[src/rtl/dpkt_pkg.sv]
// Purpose: shared field widths, size helpers and header layout for the PE-side depacketizer.
// Latency: n/a (types, constants and pure functions only).
// Backpressure: n/a.
// Packet layout (MSB..LSB): {type, dest, src, data}.
package dpkt_pkg;

    localparam int DPKT_DATA_W = 24;
    localparam int DPKT_ADDR_W = 4;
    localparam int DPKT_TYPE_W = 1;

    // Total packet width for a given field configuration.
    function automatic int pkt_w(input int type_w, input int addr_w, input int data_w);
        return type_w + 2 * addr_w + data_w;
    endfunction

    // One output per encodable type value.
    function automatic int num_out(input int type_w);
        return 1 << type_w;
    endfunction

    localparam int DPKT_PKT_W   = pkt_w(DPKT_TYPE_W, DPKT_ADDR_W, DPKT_DATA_W);
    localparam int DPKT_NUM_OUT = num_out(DPKT_TYPE_W);

    typedef struct packed {
        logic [DPKT_TYPE_W-1:0] ptype;
        logic [DPKT_ADDR_W-1:0] dest;
        logic [DPKT_ADDR_W-1:0] src;
    } dpkt_hdr_t;

    // Header fields of a default-width packet.
    function automatic dpkt_hdr_t get_hdr(input logic [DPKT_PKT_W-1:0] pkt);
        return pkt[DPKT_PKT_W-1 -: $bits(dpkt_hdr_t)];
    endfunction

    // Payload of a default-width packet.
    function automatic logic [DPKT_DATA_W-1:0] get_data(input logic [DPKT_PKT_W-1:0] pkt);
        return pkt[DPKT_DATA_W-1:0];
    endfunction

endpackage

[src/rtl/dpkt_fifo.sv]
// Purpose: synchronous FIFO with registered count, full and empty flags.
// Latency: a push at edge t is visible at the head after edge t; head is shown combinationally.
// Backpressure: push ignored while full (no bypass on simultaneous pop); pop ignored while empty.
// Ports: clk/reset (sync, active-high); push_i/wdata_i write side; pop_i/rdata_o read side;
//        full_o/empty_o status. rdata_o keeps the last popped word while the FIFO is empty.
module dpkt_fifo #(
    parameter int WIDTH = 28,
    parameter int DEPTH = 2
) (
    input  logic             clk,
    input  logic             reset,
    input  logic             push_i,
    input  logic [WIDTH-1:0] wdata_i,
    input  logic             pop_i,
    output logic [WIDTH-1:0] rdata_o,
    output logic             full_o,
    output logic             empty_o
);

    localparam int PTR_W = (DEPTH > 1) ? $clog2(DEPTH) : 1;
    localparam int CNT_W = $clog2(DEPTH + 1);

    logic [WIDTH-1:0] mem_q [DEPTH];
    logic [PTR_W-1:0] wr_ptr_q, wr_ptr_d;
    logic [PTR_W-1:0] rd_ptr_q, rd_ptr_d;
    logic [CNT_W-1:0] cnt_q, cnt_d;
    logic             full_q, empty_q;
    logic [WIDTH-1:0] last_q;
    logic             do_push, do_pop;

    // Depth need not be a power of two, so wrap explicitly.
    function automatic logic [PTR_W-1:0] ptr_inc(input logic [PTR_W-1:0] p);
        return (p == PTR_W'(DEPTH - 1)) ? '0 : p + 1'b1;
    endfunction

    assign do_push = push_i && !full_q;
    assign do_pop  = pop_i && !empty_q;

    always_comb begin
        wr_ptr_d = wr_ptr_q;
        rd_ptr_d = rd_ptr_q;
        cnt_d    = cnt_q;
        if (do_push) wr_ptr_d = ptr_inc(wr_ptr_q);
        if (do_pop)  rd_ptr_d = ptr_inc(rd_ptr_q);
        case ({do_push, do_pop})
            2'b10:   cnt_d = cnt_q + 1'b1;
            2'b01:   cnt_d = cnt_q - 1'b1;
            default: cnt_d = cnt_q;
        endcase
    end

    always_ff @(posedge clk) begin
        if (reset) begin
            wr_ptr_q <= '0;
            rd_ptr_q <= '0;
            cnt_q    <= '0;
            full_q   <= 1'b0;
            empty_q  <= 1'b1;
            last_q   <= '0;
        end else begin
            wr_ptr_q <= wr_ptr_d;
            rd_ptr_q <= rd_ptr_d;
            cnt_q    <= cnt_d;
            full_q   <= (cnt_d == CNT_W'(DEPTH));
            empty_q  <= (cnt_d == '0);
            if (do_pop) last_q <= mem_q[rd_ptr_q];
        end
    end

    // Storage is data-path only; validity is tracked by the count.
    always_ff @(posedge clk) begin
        if (do_push) mem_q[wr_ptr_q] <= wdata_i;
    end

    assign rdata_o = empty_q ? last_q : mem_q[rd_ptr_q];
    assign full_o  = full_q;
    assign empty_o = empty_q;

endmodule

[src/rtl/dpkt_router_pe.sv]
// Purpose: PE-side depacketizer; strips {type,dest} and steers {src,data} into FIFO[type].
// Latency: packet accepted at edge t shows out_valid[type]=1 after edge t; no comb in->out path.
// Backpressure: in_ready = !full[type] (1 for packets being dropped); outputs stall independently.
// Ports: clk, reset (sync, active-high); in_pkt/in_valid/in_ready input handshake;
//        out_data/out_src/out_valid/out_ready per output; drop_cnt saturating drop counter.
// Build option: define ADDR_FILTER_EN to discard packets whose dest != NODE_ADDR.
module dpkt_router_pe
    import dpkt_pkg::*;
#(
    parameter int                DATA_W     = 24,
    parameter int                ADDR_W     = 4,
    parameter int                TYPE_W     = 1,
    parameter int                FIFO_DEPTH = 2,
    parameter logic [ADDR_W-1:0] NODE_ADDR  = '0
) (
    input  logic                                           clk,
    input  logic                                           reset,
    input  logic [pkt_w(TYPE_W, ADDR_W, DATA_W)-1:0]       in_pkt,
    input  logic                                           in_valid,
    output logic                                           in_ready,
    output logic [num_out(TYPE_W)-1:0][DATA_W-1:0]         out_data,
    output logic [num_out(TYPE_W)-1:0][ADDR_W-1:0]         out_src,
    output logic [num_out(TYPE_W)-1:0]                     out_valid,
    input  logic [num_out(TYPE_W)-1:0]                     out_ready,
    output logic [15:0]                                    drop_cnt
);

    localparam int NUM_OUT = num_out(TYPE_W);
    localparam int ENTRY_W = ADDR_W + DATA_W;

    logic [TYPE_W-1:0]  in_type;
    logic [ADDR_W-1:0]  in_dest;
    logic [ADDR_W-1:0]  in_src;
    logic [DATA_W-1:0]  in_data;
    logic [NUM_OUT-1:0] fifo_full;
    logic [NUM_OUT-1:0] fifo_empty;
    logic [NUM_OUT-1:0] fifo_push;
    logic               drop;
    logic               accept;

    assign {in_type, in_dest, in_src, in_data} = in_pkt;

`ifdef ADDR_FILTER_EN
    assign drop = (in_dest != NODE_ADDR);
`else
    assign drop = 1'b0;
    logic unused_dest;
    assign unused_dest = ^{in_dest, NODE_ADDR};
`endif

    // Dropped packets never touch a FIFO, so they are always accepted.
    assign in_ready = !reset && (drop || !fifo_full[in_type]);
    assign accept   = in_valid && in_ready;

    always_comb begin
        fifo_push = '0;
        if (accept && !drop) fifo_push[in_type] = 1'b1;
    end

    for (genvar g = 0; g < NUM_OUT; g++) begin : g_out
        logic [ENTRY_W-1:0] head;

        dpkt_fifo #(
            .WIDTH (ENTRY_W),
            .DEPTH (FIFO_DEPTH)
        ) u_fifo (
            .clk     (clk),
            .reset   (reset),
            .push_i  (fifo_push[g]),
            .wdata_i ({in_src, in_data}),
            .pop_i   (out_ready[g]),
            .rdata_o (head),
            .full_o  (fifo_full[g]),
            .empty_o (fifo_empty[g])
        );

        assign out_src[g]   = head[DATA_W +: ADDR_W];
        assign out_data[g]  = head[DATA_W-1:0];
        assign out_valid[g] = !fifo_empty[g];
    end

`ifdef ADDR_FILTER_EN
    logic [15:0] drop_cnt_q, drop_cnt_d;

    always_comb begin
        drop_cnt_d = drop_cnt_q;
        if (accept && drop && (drop_cnt_q != 16'hFFFF)) drop_cnt_d = drop_cnt_q + 16'd1;
    end

    always_ff @(posedge clk) begin
        if (reset) drop_cnt_q <= '0;
        else       drop_cnt_q <= drop_cnt_d;
    end

    assign drop_cnt = drop_cnt_q;
`else
    assign drop_cnt = '0;
`endif

endmodule

[config.mk]
export PLATFORM = sky130hd
export DESIGN_NAME = dpkt_router_pe
export DESIGN_NICKNAME = d
export VERILOG_FILES = /design/src/rtl/dpkt_pkg.sv /design/src/rtl/dpkt_fifo.sv /design/src/rtl/dpkt_router_pe.sv
export SDC_FILE = /design/constraint.sdc
export NUM_CORES = 1
export LEC_CHECK = 0
export ABC_AREA = 1
export ABC_CLOCK_PERIOD_IN_PS = 3300
export BUFFER_PORTS_ARGS = -buffer_cell sky130_fd_sc_hd__buf_2
export CAP_MARGIN = 20
export CORE_UTILIZATION = 40
export CTS_BUF_LIST = sky130_fd_sc_hd__clkbuf_16
export DETAILED_ROUTE_END_ITERATION = 16
export SETUP_SLACK_MARGIN = 0.4
export SYNTH_ARGS = -nofsm -noshare
export SYNTH_HDL_FRONTEND = slang
export SYNTH_SLANG_ARGS = --single-unit
[constraint.sdc]
create_clock -name clk -period 3.3 [get_ports clk]
set_input_delay 0.66 -clock clk [delete_from_list [all_inputs] [get_ports clk]]
set_output_delay 0.66 -clock clk [all_outputs]
set_load 0.03 [all_outputs]
==> results of run 1 <==
[routing by layer]
metal,up-vias,global-route usage (%),wire [um]
met5,-,0,0
met2,122,29.5,7650
met1,2175,21.9,6780
met3,25,4.68,637
met4,0,7.80,347
li1,2239,-,-
[report_power, final]
group / internal (mW) / leakage, nW / switching (mW)
combinational: 0.425 / 1.26 / 1.05
clock: 1.26 / 0.309 / 0.806
sequential: 2.59 / 1.59 / 0.155
[cell type report]
type	instances	area, um^2
Sequential cell	182	4770
Inverter	27	106
Timing Repair Buffer	107	623
Multi-Input combinational cell	343	1970
Clock buffer	19	475
Tap cell	225	282
Fill cell	1538	8990
Clock inverter	13	135
Antenna cell	1	2.50
[path summary, 6_finish.rpt]
kind,from,endpoint,slack (ps),cells past startpoint
worst max-delay path,register,out_data[16],610,4
worst max register to register,g_out[1].u_fifo.empty_o$_SDFF_PP1_,g_out[1].u_fifo.empty_o$_SDFF_PP1_,1380,9
worst min register to register,g_out[1].u_fifo.wr_ptr_q$_SDFFE_PP0N_,g_out[1].u_fifo.wr_ptr_q$_SDFFE_PP0N_,490,2
worst min-delay path,in_pkt[10],g_out[1].u_fifo.mem_q[0][10]$_DFFE_PP_,450,1
[cells in the final DEF, fill, tap and decap left out]
cell,count
nand3_1,5
a21oi_1,50
conb_1,16
buf_12,4
xnor2_1,4
mux2i_1,55
clkbuf_16,19
nor2_4,4
clkinv_2,3
diode_2,1
nand2_1,69
edfxtp_1,112
clkinv_4,1
clkinv_1,3
nand4_1,4
o21ai_0,93
inv_1,29
bufinv_16,3
dfxtp_4,1
ha_1,2
o21ai_1,20
dfxtp_2,3
nor2_1,13
dfxtp_1,66
clkinvlp_4,1
a21oi_2,7
buf_4,11
nor2_8,1
buf_2,92
[cell families (layout without fill, tap and decap cells)]
family	Yosys count	in the layout	synth area share, %
DFF	182	182	66.8
AOI/OAI and AO/OA	170	170	12.3
and+or+nand+nor	96	96	5.51
buffers and inverters	80	166	6.80
muxes	55	55	7.72
xor gates and xnor gates	4	4	0.491
adders and majority gates	2	2	0.351
other	1	17	0.0526
[state kept, by name, indices dropped and copies added (netlist names), named ones only]
register / count
g_out.u_fifo.empty_o: 2
g_out.u_fifo.full_o: 2
g_out.u_fifo.wr_ptr_q: 2
g_out.u_fifo.mem_q: 112
g_out.u_fifo.last_q: 56
g_out.u_fifo.rd_ptr_q: 2
g_out.u_fifo.cnt_q: 4
[cells in the mapped netlist]
| cell type | n |
|---|---|
| edfxtp_1 | 112 |
| clkbuf_1 | 9 |
| nand3_1 | 5 |
| nor2_8 | 1 |
| a21oi_2 | 7 |
| xnor2_1 | 4 |
| nand2_1 | 69 |
| ha_1 | 2 |
| o21ai_1 | 20 |
| mux2i_1 | 55 |
| buf_2 | 11 |
| nor2_1 | 17 |
| clkbuf_2 | 1 |
| conb_1 | 1 |
| buf_6 | 8 |
| a21oi_1 | 50 |
| buf_4 | 22 |
| dfxtp_1 | 70 |
| clkinv_4 | 1 |
| inv_1 | 26 |
| nand4_1 | 4 |
| buf_8 | 2 |
| o21ai_0 | 93 |
[metrics by stage]
step	std cells	cell area, um^2
after floorplan	605	7190
after global placement	884	7750
after detailed placement	884	7750
after CTS	916	8360
after global routing	917	8370
final	917	8370
[critical path: cells and delay by family (launching register included)]
family,cells,cell delay [ps]
buffers and inverters,2,590
flip-flops,1,560
AO/OA/AOI/OAI,1,310
multiplexers,1,130
==> metrics.md, run 1 <==
| Metric | Value |
|---|---|
| Die X-Extent | 136 um |
| Clock Tree Buf Depth | 2 |
| CTS Root Cell | clkbuf_16 |
| Slowest CP cell | dfxtp_2 |
| Measured slew at the worst slew-check pin | 670 ps |
| Wire length per cell | roughly 17 um |
| Port Buffers | 92 |
| CP peak stage delay | 560 ps |
| DRT Pass-1 Iters | 4 |
| WP data arrival | roughly 2000 ps |
| Worst EP required | roughly 2600 ps |
| Register area share after synthesis | approximately two thirds |
| Vias per cell | approximately 5 |
| TritonCTS clock tree | built |
| DR iter-0 viols | 315 |
| DRC Markers | 0 |
| # resized after CTS | 0 |
| H-tree depth | 4 |
| First-pass GRT wire length | approximately 24 mm |
| Post-synth top area cell | edfxtp_1 |
| Post-Place Worst Slack | 891 ps |
| Minimum clock period | about 2700 ps |
| Setup Crit Path Kind | reg -> out |
| Unique cell type count in the Yosys netlist | 23 |
| Run status | complete, no violations |
| Layout cells sized above 1 | between 20% and 30% |
| Starting density of the core | 41.1% |
| Number of core rows | 48 |
| Max Freq | 372 MHz |
| Vias in the first global route | around 4500 |
| Warnings, synthesis | 0 |
| Area delta synth->final | 17.3% |
| Setup Skew | ~6.7 ps |
| Largest net degree at the start of global routing | just under 60 |
| Setup Fix Bufs, Post-CTS | 0 |
| Synth Instances | 590 |
| Synth Register Bits | 182 |
| Power Dens Cells | ~750 nW/um^2 |
| Endpoint class of the critical path | output pin |
| Post-Route WL | about 15 mm |
| Share of the synthesized area in the top cell type | a little under half |
| Top-Level Pins | 113 |
| Synth area leaders | edfxtp_1, dfxtp_1, mux2i_1 |
| VDD IR-drop max | approximately 400 uV |
| Max-slew violations | 0 |
| Number of max-cap violations | 0 |
| Num CTS Buffers | 17 |
| Antenna violations before repair | 1 |
| Final hold violations | 0 |
| Nets | ~720 |
| Hold-fix buffers, CTS | 0 |
| Unrepaired setup endpoints after global routing | false |
| Fin worst setup slack | ~600 ps |
| Leakage | about 3.2 nW |
| Setup violations, final | 0 |
| Hold Slack | about 450 ps |
| Final ANT Viol Nets | 0 |
| Clock Latency Late Sink | 420 ps |
| Final HPWL DP | between 9 and 10 mm |
| Die height | 136 um |
| GRT Overall Usage | 17.8% |
| GP Congestion | 0.746 |
| CTS sink cnt | ~180 |
| Mapped cell area | around 7100 um^2 |
| CP Launch Type | register |
| Total design power | around 6.3 mW |
| Clk slew on worst S/H paths | ~60 ps |
| Crit share post-route | roughly four fifths |
| Min-delay worst type | in -> reg |
| Total core area | roughly 17000 um^2 |
| Vias after detailed routing | about 4600 |
| Crit-path max FO | 11 |
| Avg Inst Size Synth | between 10 and 15 um^2 |
| Worst path cell trace | buf_4 -> mux2i_1 -> o21ai_0 -> buf_2 |
| Setup TNS | 0 ps |
| Post-layout util | between 40% and 50% |
| Rel. slew slack | a little under three fifths |
| Total die area | ~18000 um^2 |
| Total gr overflow | 0 |
Power figures use the tool's default switching activity.
==> inputs of run 2 (changes only) <==
ABC_CLOCK_PERIOD_IN_PS = 2500   (was 3300)
clock period = 2.5 ns   (was 3.3 ns; I/O delays follow)
==> run 2 against run 1 <==
  * Clock power up 25%
  * Critical path depth up 1
  * Routed wire length rose by 2.8%
  * Total power increased by 36%
  * Sequential power grew 29%
  * Worst hold slack worse by 150 ps
  * Count of clock-buffer cells in the layout decreased by 2
  * Sequential share of layout area decreased by 3.6 points
  * Clock skew is 3.1 ps higher
  * Register-to-register slack lost 560 ps
  * Non-clock buffer count increased by 15
  * First-iteration DRC count decreased by 3.8%
  * Largest cell class unchanged
==> metrics.md, run 2 (synthesis results as in run 1) <==
| Metric | Value |
|---|---|
| CTS sink cnt | 182 (unchanged) |
| Max-slew violations | 0 (unchanged) |
| Max FFs per register | 112 (unchanged) |
| Endpoint class of the critical path | output pin |
| Total core area | 17400 um^2 (unchanged) |
| TritonCTS clock tree | built |
| Top reg by flops | g_out.u_fifo.mem_q |
| Clk slew on worst S/H paths | 60 ps (about the same) |
| Min-delay worst type | in -> reg |
| Post-Route WL | 15.8 mm (+2.8%) |
| Measured slew at the worst slew-check pin | 645 ps (-25.3 ps) |
| Vias in the first global route | 4577 (+1.9%) |
| Post-route cell area | 8930 um^2 (+6.8%) |
| RR Startpoint | g_out[0].u_fifo.full_o$_SDFF_PP0_ |
| Hold-critical path depth | 1 (unchanged) |
| Power Dens Cells | 960 nW/um^2 (+28%) |
| Setup violations, final | 0 (unchanged) |
| Setup TNS | 0 ps (unchanged) |
| Nets | 733 (+2.1%) |
| Reg2reg end | g_out[0].u_fifo.empty_o$_SDFF_PP1_ |
| Post-layout util | 51.5% (+3.3 points) |
| # diodes | 0 (-1) |
| Die height | 136 um (unchanged) |
| Port Buffers | 92 (unchanged) |
| DRC Markers | 0 (unchanged) |
| VDD IR-drop max | 513 uV (+31%) |
| Top-Level Pins | 113 (unchanged) |
| Reg2reg setup slack | 820 ps (-560 ps) |
| Largest net degree at the start of global routing | 59 (+1.7%) |
| Area delta synth->final | 25.2% |
| CTS Root Cell | clkbuf_16 |
| Worst EP required | 2000 ps (-640 ps) |
| Total design power | 8.57 mW (+36%) |
| Num CTS Buffers | 17 (unchanged) |
| Hold-fix buffers, CTS | 0 (unchanged) |
| Starting density of the core | 41.1% (unchanged) |
| Run status | complete, no violations |
| Reg2reg path depth | 9 (unchanged) |
| Crit-path max FO | 3 (-8) |
| Vias per cell | 4.95 (-0.38%) |
| Final ANT Viol Nets | 0 (unchanged) |
| Hold-critical path endpoint | g_out[0].u_fifo.mem_q[1][13]$_DFFE_PP_ |
| Final hold violations | 0 (unchanged) |
| Number of core rows | 48 (unchanged) |
| Wire length per cell | 17.0 um (+1.3%) |
| Commonest non-fill, non-tap cells in the layout | edfxtp_1, o21ai_0, nand2_1 |
| Antenna violations before repair | 0 (-1) |
| Final HPWL DP | 9.70 mm (-0.91%) |
| Clock Tree Buf Depth | 2 (unchanged) |
| Crit share post-route | between 80% and 90% |
| Largest regs | g_out.u_fifo.mem_q x112, g_out.u_fifo.last_q x56, g_out.u_fifo.cnt_q x4 |
| Post-Place Worst Slack | 296 ps (-596 ps) |
| Die X-Extent | 136 um (unchanged) |
| WP data arrival | 1620 ps (-410 ps) |
| Placed Cells incl. Taps | 889 (+0.57%) |
| Fin worst setup slack | 377 ps (-236 ps) |
| Rel. slew slack | 57.0% (+1.7 points) |
| GP Congestion | 0.740 (-0.80%) |
| Setup Crit Path Kind | reg -> out |
| Total die area | 18400 um^2 (unchanged) |
| DR iter-0 viols | 303 (-3.8%) |
| Max Freq | 471 MHz |
| Setup Skew | 9.82 ps (+3.10 ps) |
| Leakage | 3.33 nW (+5.4%) |
| First-pass GRT wire length | 24.1 mm (+0.60%) |
| CP Launch Type | register |
| Layout cells sized above 1 | 29.1% (+7.4 points) |
| Minimum clock period | 2120 ps |
| Unrepaired setup endpoints after global routing | true |
| Hold Slack | 300 ps (-149 ps) |
| DRT Pass-1 Iters | 4 (unchanged) |
| Total gr overflow | 0 (unchanged) |
| GRT Overall Usage | 17.8% (-0.078 points) |
| Number of max-cap violations | 0 (unchanged) |
| Placed cell area | 7750 um^2 (unchanged) |
| Hold path start | in_pkt[13] |
| Post-Layout Cell Count | 930 (+1.4%) |
| Vias after detailed routing | 4608 (+1.0%) |
| Most common cell after layout, fill and taps aside | edfxtp_1 |
| H-tree depth | 4 (unchanged) |
| Clock Latency Late Sink | 420 ps (about the same) |
==> run 2: cell count changes in the layout (fill, tap and decap cells not counted), sizes merged <==
| cell | delta |
|---|---|
| clkinvlp | +1 |
| buf | +12 |
| clkbuf | +1 |
| diode | -1 |
==> run 2: where the power goes <==
part           total, mW  internal (mW)  switching, mW
Clock               2.59           1.54           1.05
Sequential          3.54           3.42          0.117
Combinational       2.45          0.874           1.57
==> run 2: repair_timing <==
item	CTS	global route
setup endpoints to repair	35	46
gates cloned	0	2
pin swaps	0	1
setup buffers	2	6
gates resized for setup	34	111
==> run 2: routing by layer <==
metal / share of wire [%] / wire length (um) / vias to the layer above / GRT usage (%)
met1: 44 / 6960 / 2215 / 22.4
met2: 51 / 8070 / 113 / 29.7
met4: 1.3 / 211 / 0 / 7.12
li1: - / - / 2262 / -
met3: 3.8 / 608 / 18 / 3.78
met5: 0 / 0 / - / 0
==> run 2: critical path, cell delays in order (launching register included) <==
cell and delay, ps:
dfxtp_4 370, buf_12 130, buf_4 120, mux2i_1 130
o21ai_0 240, buf_4 210
==> run 2: worst max path at each step <==
stage	startpoint	endpoint	slack [ps]	cells after the start
after global routing	register	out_data[16]	330	5
after global placement	reset	g_out[0].u_fifo.empty_o$_SDFF_PP1_	380	10
final	register	out_src[1]	380	5
after detailed placement	reset	g_out[0].u_fifo.empty_o$_SDFF_PP1_	300	10
after CTS	register	out_data[3]	360	4
after floorplan	reset	g_out[0].u_fifo.mem_q[0][0]$_DFFE_PP_	2	4
==> run 2: cell type report <==
| cell class | count | area [um^2] |
|---|---|---|
| clock inverter | 14 | 145 |
| multi-input combinational | 343 | 2280 |
| sequential | 182 | 4770 |
| tap | 225 | 282 |
| timing repair buffer | 122 | 923 |
| clock buffer | 17 | 425 |
| inverter | 27 | 106 |
| fill | 1468 | 8420 |
==> inputs of run 3 (changes only) <==
ABC_CLOCK_PERIOD_IN_PS = 1900   (was 2500)
clock period = 1.9 ns   (was 2.5 ns; I/O delays follow)
==> run 3 against run 2 <==
  * The flow now finishes with violations (setup timing)
  * Clock power rose by 39%
  * Count of clock-buffer cells in the layout stayed put
  * Worst hold slack worse by 120 ps
  * Critical endpoint is now out_data[26]
==> metrics.md, run 3 (synthesis results as in run 1) <==
| Metric | Value |
|---|---|
| VDD IR-drop max | 900 uV (+76%) |
| Wire length per cell | 17.5 um (+2.8%) |
| Internal power | 8.12 mW (+39%) |
| RR Startpoint | g_out[0].u_fifo.empty_o$_SDFF_PP1_ |
| Final ANT Viol Nets | 0 (unchanged) |
| Failing checks | setup timing |
| Top-Level Pins | 113 (unchanged) |
| H-tree depth | 4 (unchanged) |
| Largest regs | g_out.u_fifo.mem_q x112, g_out.u_fifo.last_q x56, g_out.u_fifo.cnt_q x4 |
| Hold Slack | 175 ps (-125 ps) |
| Clock Latency Late Sink | 430 ps (about the same) |
| Top reg by flops | g_out.u_fifo.mem_q |
| Reg2reg end | g_out[0].u_fifo.empty_o$_SDFF_PP1_ |
| Commonest non-fill, non-tap cells in the layout | edfxtp_1, buf_2, nand2_1 |
| GRT Overall Usage | 18.6% (+0.79 points) |
| Setup violations, final | 40 (+40) |
| Max FFs per register | 112 (unchanged) |
| # diodes | 0 (unchanged) |
| Reg2reg path depth | 7 (-2) |
| Met3 Use GR | 5.50% (+1.7 points) |
| Final HPWL DP | 9.79 mm (+0.94%) |
| Total core area | 17400 um^2 (unchanged) |
| CP Launch Type | register |
| Switching pwr | 3.83 mW (+40%) |
| Largest net degree at the start of global routing | 58 (-1.7%) |
| Port Buffers | 92 (unchanged) |
| Total gr overflow | 0 (unchanged) |
| Setup Crit Path Kind | reg -> out |
| Run status | finished, violations left |
| Number of core rows | 48 (unchanged) |
| Post-Place Worst Slack | 175 ps (-121 ps) |
| Post-layout util | 54.1% (+2.6 points) |
| TritonCTS clock tree | built |
| Gr busiest metal | met2 |
| Unrepaired setup endpoints after global routing | true |
| Minimum clock period | 1950 ps |
| Switching share of power | 32.1% (+0.10 points) |
| Reg2reg setup slack | 420 ps (-400 ps) |
| First-pass GRT wire length | 25.0 mm (+3.4%) |
| Total design power | 12.0 mW (+39%) |
| Endpoint class of the critical path | output pin |
| Post-Route WL | 16.3 mm (+3.0%) |
| Nets | 734 (+0.14%) |
| Vias after detailed routing | 4723 (+2.5%) |
| DR iter-0 viols | 252 (-17%) |
| Final hold violations | 0 (unchanged) |
| DRC Markers | 0 (unchanged) |
| M1 GR Usage | 21.8% (-0.60 points) |
| Num CTS Buffers | 17 (unchanged) |
| DRT Pass-1 Iters | 4 (unchanged) |
| Clock power frac | 30.1% (about the same) |
| Vias in the first global route | 4613 (+0.79%) |
| Combinational share of power | 30.5% (+1.9 points) |
| Number of max-cap violations | 0 (unchanged) |
| Setup Skew | 7.76 ps (-2.06 ps) |
| Met2 usage in global routing | 32.7% (+3.0 points) |
| CTS sink cnt | 182 (unchanged) |
| Power Dens Cells | 1270 nW/um^2 (+33%) |
| Antenna violations before repair | 1 (+1) |
| GP Congestion | 0.739 (-0.14%) |
| WP data arrival | 1570 ps (-50 ps) |
| Die X-Extent | 136 um (unchanged) |
| Worst EP required | 1520 ps (-480 ps) |
| Crit share post-route | 102% |
| Hold-critical path depth | 1 (unchanged) |
| Leakage | 3.51 nW (+5.3%) |
| Starting density of the core | 41.1% (unchanged) |
| Fin worst setup slack | -47.3 ps (-424 ps) |
| Clk slew on worst S/H paths | 70 ps (about the same) |
| CTS Root Cell | clkbuf_16 |
| Hold path start | in_pkt[3] |
| Crit-path max FO | 9 (+6) |
| Max Freq | 514 MHz |
| CP endpoint | out_data[26] |
| Setup TNS | -788 ps (-788 ps) |
| Total die area | 18400 um^2 (unchanged) |
| Sequential power share | 39.4% (-1.9 points) |
| Layout cells sized above 1 | 38.0% (+9.0 points) |
| Clock Tree Buf Depth | 2 (unchanged) |
| Area delta synth->final | 31.6% |
| Die height | 136 um (unchanged) |
| Max-slew violations | 0 (unchanged) |
| Most common cell after layout, fill and taps aside | edfxtp_1 |
| Vias per cell | 5.07 (+2.3%) |
| Min-delay worst type | in -> reg |
==> run 3: worst max-delay path, cell delays in order, from the launching register on <==
cell	delay (ps)
dfxtp_4	380
clkbuf_16	200
mux2i_4	200
o21ai_2	150
buf_2	220
==> run 3: timing repair <==
| item | CTS | global route |
|---|---|---|
| endpoints found under the setup margin | 89 | 168 |
| buffers inserted | 5 | 2 |
| gates resized for setup | 88 | 58 |
| hold buffers | 0 | 0 |
| cloned | 5 | 1 |
| pin swaps | 3 | 5 |
==> run 3: layer usage <==
| metal | vias up | part of all wire (%) |
|---|---|---|
| li1 | 2278 | - |
| met1 | 2311 | 41 |
| met2 | 116 | 53 |
| met3 | 16 | 5.3 |
| met4 | 2 | 0.91 |
| met5 | - | 0.061 |
==> run 3: area by class of cell <==
type | instances | area [um^2]
clock buffer | 17 | 425
clock inverter | 15 | 175
fill | 1434 | 7970
inverter | 27 | 135
multi-input combinational | 343 | 2530
sequential | 182 | 4780
tap | 225 | 282
timing repair buffer | 123 | 1060
==> run 3: power groups by stage <==
stage	sequential (mW)	clock (mW)	combinational, mW
after floorplan	4.67	0	2.24
after global placement	4.72	0	2.83
after detailed placement	4.74	0	2.89
after CTS	4.70	3.65	3.47
after global routing	4.75	3.82	3.89
final	4.72	3.59	3.65
==> run 3: worst min path at each step <==
stage / to
after detailed placement: g_out[1].u_fifo.wr_ptr_q$_SDFFE_PP0N_
final: g_out[1].u_fifo.mem_q[0][3]$_DFFE_PP_
after CTS: g_out[1].u_fifo.mem_q[0][3]$_DFFE_PP_
after global placement: g_out[1].u_fifo.wr_ptr_q$_SDFFE_PP0N_
after global routing: g_out[1].u_fifo.mem_q[0][3]$_DFFE_PP_
after floorplan: g_out[1].u_fifo.wr_ptr_q$_SDFFE_PP0N_
==> run 3: stage by stage <==
stage | instances | instance area (um^2)
after floorplan | 605 | 7370
after global placement | 887 | 7980
after detailed placement | 887 | 7980
after CTS | 929 | 9090
after global routing | 932 | 9390
final | 932 | 9390
